`src/rtl/regfile_scoreboard.sv`:
```
// Multi-port register file: synchronous reads with write bypass, read-only constants,
// and a per-register busy scoreboard with a registered population count.
module regfile_scoreboard #(
  parameter int WIDTH  = 16,
  parameter int ADDR_W = 6,
  parameter int NREAD  = 2,
  parameter int NCONST = 4
) (
  input  logic                    clk,
  input  logic                    reset,
  input  logic                    rd_en,
  input  logic [NREAD*ADDR_W-1:0] rd_addr,
  output logic [NREAD*WIDTH-1:0]  rd_data,
  output logic [NREAD-1:0]        rd_busy,
  output logic                    rd_valid,
  input  logic                    rsv_en,
  input  logic [ADDR_W-1:0]       rsv_addr,
  input  logic                    wr_en,
  input  logic [ADDR_W-1:0]       wr_addr,
  input  logic [WIDTH-1:0]        wr_data,
  output logic                    err_const,
  output logic [ADDR_W:0]         busy_count
);

  localparam int DEPTH = 1 << ADDR_W;
  localparam logic [ADDR_W-1:0] CONST_LIM = ADDR_W'(NCONST);

  function automatic logic [WIDTH-1:0] const_val(input int idx);
    logic [31:0] v;
    case (idx)
      0:       v = 32'h0000_0000;
      1:       v = 32'h0000_0001;
      2:       v = 32'h0000_8000;
      3:       v = 32'h0000_ffff;
      default: v = 32'h0000_0000;
    endcase
    return WIDTH'(v);
  endfunction

  logic [WIDTH-1:0]       regs [DEPTH];
  logic [DEPTH-1:0]       busy;
  logic [DEPTH-1:0]       busy_next;
  logic [DEPTH-1:0]       set_vec;
  logic [DEPTH-1:0]       clr_vec;
  logic [ADDR_W:0]        count_next;
  logic [NREAD*WIDTH-1:0] rd_data_next;
  logic [NREAD-1:0]       rd_busy_next;
  logic                   wr_ok;
  logic                   rsv_ok;
  logic                   err_next;

  assign wr_ok    = wr_en  && (wr_addr  >= CONST_LIM);
  assign rsv_ok   = rsv_en && (rsv_addr >= CONST_LIM);
  assign err_next = (wr_en && !wr_ok) || (rsv_en && !rsv_ok);

  // Set is applied after clear so a same-cycle reserve beats the release.
  assign clr_vec   = wr_ok  ? (DEPTH'(1) << wr_addr)  : '0;
  assign set_vec   = rsv_ok ? (DEPTH'(1) << rsv_addr) : '0;
  assign busy_next = (busy & ~clr_vec) | set_vec;

  always_comb begin
    count_next = '0;
    for (int i = 0; i < DEPTH; i++)
      count_next = count_next + (ADDR_W+1)'(busy_next[ADDR_W'(i)]);
  end

  for (genvar g = 0; g < NREAD; g++) begin : g_rd
    logic [ADDR_W-1:0] addr;
    logic              hit;
    assign addr = rd_addr[g*ADDR_W +: ADDR_W];
    assign hit  = wr_en && (wr_addr == addr);
    assign rd_data_next[g*WIDTH +: WIDTH] = (hit && wr_ok) ? wr_data : regs[addr];
    assign rd_busy_next[g] = busy[addr] & ~hit;
  end

  always_ff @(posedge clk or negedge reset) begin
    if (!reset) begin
      for (int i = 0; i < DEPTH; i++)
        regs[ADDR_W'(i)] <= (i < NCONST) ? const_val(i) : '0;
      busy       <= '0;
      busy_count <= '0;
      rd_data    <= '0;
      rd_busy    <= '0;
      rd_valid   <= 1'b0;
      err_const  <= 1'b0;
    end else begin
      if (wr_ok)
        regs[wr_addr] <= wr_data;
      busy       <= busy_next;
      busy_count <= count_next;
      rd_valid   <= rd_en;
      err_const  <= err_next;
      if (rd_en) begin
        rd_data <= rd_data_next;
        rd_busy <= rd_busy_next;
      end
    end
  end

endmodule

```
`config.mk`:
```
export PLATFORM = sky130hd
export DESIGN_NAME = regfile_scoreboard
export DESIGN_NICKNAME = d
export VERILOG_FILES = /design/src/rtl/regfile_scoreboard.sv
export SDC_FILE = /design/constraint.sdc
export NUM_CORES = 2
export LEC_CHECK = 0
export ABC_AREA = 0
export BUFFER_PORTS_ARGS = -buffer_cell sky130_fd_sc_hd__buf_2
export CAP_MARGIN = 20
export CORE_MARGIN = 2
export CORE_UTILIZATION = 35
export CTS_CLUSTER_SIZE = 28
export DETAILED_ROUTE_END_ITERATION = 10
export GPL_ROUTABILITY_DRIVEN = 0
export PLACE_DENSITY = 0.61
export SLEW_MARGIN = 20
export SYNTH_ARGS = -nofsm -noshare
export SYNTH_HDL_FRONTEND = slang
export SYNTH_SLANG_ARGS = --single-unit
```
`constraint.sdc`:
```
create_clock -name clk -period 1.8 [get_ports clk]
set_input_delay 0 -clock clk [delete_from_list [all_inputs] [get_ports clk]]
set_output_delay 0 -clock clk [all_outputs]
set_load 0.005 [all_outputs]
```
==> results.yml <==
status:
  status: "finished, violations left"
  violations: "hold timing, setup timing"
synthesis:
  synth_cells: 3664
  async_flop_share: 0.544
  avgSynthCellArea_sq_um: 15.4
  synth_edf_count: 512
  synth_top_cell_by_area: "edfxtp_1"
  netlist_top_cells_area: "edfxtp_1, dfrtp_1, mux4_2, mux2_2, mux2i_1"
  synth_seq_area_share: 0.543
  synth_ff_type: "dfrtp_1"
  synth-seq-cells: 1124
  yosysWarnings: 0
  netlist_area_sq_mm: 0.0566
  yosysUniqueCellTypes: 69
  synth_top_area_frac: 0.272
worst_setup_path:
  end_kind: "register"
  cp.arrival_ns: 2.67
  start_kind: "register"
  slowest_delay_ns: 0.53
  reg2reg_to: "rd_data[28]"
  path_class: "register to register"
  r2r_start: "regs[780]"
  required_ns: 2.44
  cp_cell_sequence: "mux4_2, mux4_2, nand3b_1, o21a_1, o21ai_1"
  path_max_fanout: 3
  reg2reg_depth: 5
  crit_path_frequent_cell: "mux4_2"
  reg2reg_slack_ns: -0.24
  crit_path_top_delay_cell: "mux4_2"
floorplan:
  start_util: 0.352
  core_sq_mm: 0.161
  die_area_sq_mm: 0.165
  die_h_um: 406
  fp.dieW_um: 406
  ios: 88
  num_rows: 147
cells_and_area:
  num-nets-final: 4377
  layout-drive-gt1-share: 0.485
  final_cells: 6603
  final_util: 0.442
  fillerInstances: 14200
  syn2layout_area_growth_pct: 25.6
min_path:
  hold_path_class: "primary input to async pin"
timing:
  fmax_ghz: 0.491
  tightest_slew_ns: 1.18
  timing.hold.ws_ns: -0.0165
  relSlewSlack: 0.209
  hold_viol: 2
  timing.final.crit_share: 1.13
  skew_ns: 0.0390
  min_period_ns: 2.04
  totalNegativeSetupSlack_ns: -2.77
  rsz0062_at_grt: "yes"
  maxSlewViolCount: 0
  worst_slack_ns: -0.236
  setup_violations: 30
cts:
  cts_tree: "yes"
  root_buffer: "clkbuf_16"
  clk_pin_slew_ns: 0.06
  cts_buffer_depth: 3
  cts_sinks: 1124
  numCtsBuffers: 120
  clkLatencyLatePin_ns: 0.78
  htreeDepth: 3
global_route:
  globalRoute.totalOverflow: 0
  grt_max_degree: 156
  grt_pass1_wl_um: 298000
  grt.total_usage: 0.254
  antenna_found_initial: 17
  grt_pass1_vias: 39400
place:
  hpwl_um: 146000
  portBuffers: 80
  dp_cells: 6299
route:
  first_iter_violations: 4936
  antenna_left: 0
  wire_per_inst_um: 31.9
  dr_total_vias: 39600
  wl_um: 211000
  drc: 0
  vias_per_cell: 5.99
  dr.pass1.iters: 6
power:
  p_total_mw: 65.3
  worst_ir_drop_vdd_v: 0.000773
  power_leakage_nw: 28.5
  p_per_area_mw_per_mm2: 919
job:
  drv_cap: 0
-- routing by layer --
metal / vias to the layer above / track usage / part of all wire
met5: - / 0 / 0.00071
met4: 4 / 0.139 / 0.060
met3: 495 / 0.0607 / 0.10
met2: 2356 / 0.378 / 0.44
met1: 20800 / 0.344 / 0.39
li1: 15900 / - / -
-- what timing repair did --
action | in CTS | in global routing
cloned | 0 | 1
endpoints found under the setup margin | 32 | 369
hold buffers | 47 | 1
endpoints found under the hold margin | 1298 | 61
buffers inserted | 10 | 18
pin swaps | 36 | 34
gates resized for setup | 98 | 67
-- worst max path at each step --
stage,cells past startpoint,startpoint,to
5_1_grt,5,regs[206],rd_data[14]
3_5_place_dp,9,rd_addr[6],rd_data[18]
4_1_cts,5,regs[654],rd_data[14]
3_3_place_gp,9,rd_addr[6],rd_data[18]
2_1_floorplan,6,wr_addr[0],regs[256]
6_report,5,regs[780],rd_data[28]
-- stage by stage --
stage	setup slack, ns	area, sq um
5_1_grt	-0.338	71000
3_5_place_dp	-0.729	65700
3_3_place_gp	-0.787	65700
4_1_cts	-0.257	70500
6_report	-0.236	71000
2_1_floorplan	-0.209	56800
-- cells in the final DEF, fill, tap and decap left out, types with 32 or more instances in the layout --
master and instances:
a22oi_1 95, buf_4 643, dlygate4sd3_1 44, nand2_1 120
mux4_2 461, o22ai_1 43, dfrtp_1 594, clkbuf_1 36
nand4_1 32, nor2b_1 50, nor2_1 53, o21ai_0 109
buf_12 147, clkbuf_16 122, mux2i_1 270, nand3_1 55
mux2_2 463, buf_2 68, edfxtp_1 512
-- critical path: cells and delay by family (launching register included) --
kind / cells / cell delay (ns)
compound gates: 2 / 0.24
flops: 1 / 0.39
mux: 2 / 1.01
simple gates: 1 / 0.28
-- layout make-up --
class | instances | area (sq um) | share of cell area
flip-flops and latches | 1124 | 30700 | 0.432
multi-input cells | 2145 | 24800 | 0.350
repair buffers | 927 | 8880 | 0.125
clock buffers | 165 | 3270 | 0.0461
well taps | 2160 | 2700 | 0.0380
clock inverters | 64 | 579 | 0.00815
inverters | 14 | 52.6 | 0.000740
diodes | 4 | 10.0 | 0.000141
-- Yosys cell counts (18+ instances only) --
library cell and n:
a211oi_1 32, a21oi_1 39, a22oi_1 96, buf_1 33
buf_2 106, buf_4 49, clkbuf_1 184, dfrtp_1 594
dfstp_2 18, edfxtp_1 512, mux2_2 472, mux2i_1 277
mux4_2 455, nand2_1 129, nand2b_1 20, nand3_1 57
nand4_1 32, nor2_1 90, nor2b_1 55, nor3_1 30
o21ai_0 114, o22ai_1 51
-- flip-flops by register name, indices dropped and copies added, names as in the netlist --
register	cells
busy	64
rd_valid	1
regs	1024
rd_data	32
rd_busy	2
err_const	1
-- power by group --
group / total (mW) / switching (mW) / internal, mW
combinational: 10.6 / 5.11 / 5.52
sequential: 30.1 / 1.48 / 28.6
clock: 24.5 / 10.8 / 13.7
total: 65.3 / 17.4 / 47.9
-- cell families after synthesis --
family / Yosys count / synth area share
AND/OR/NAND/NOR: 480 / 0.0423
multiplexers: 1211 / 0.327
buffers and inverters: 401 / 0.0344
other: 1 / 0.0000663
flip-flops: 1124 / 0.543
XOR/XNOR: 12 / 0.00186
AO/OA/AOI/OAI: 435 / 0.0508
Power figures use the tool's default switching activity.
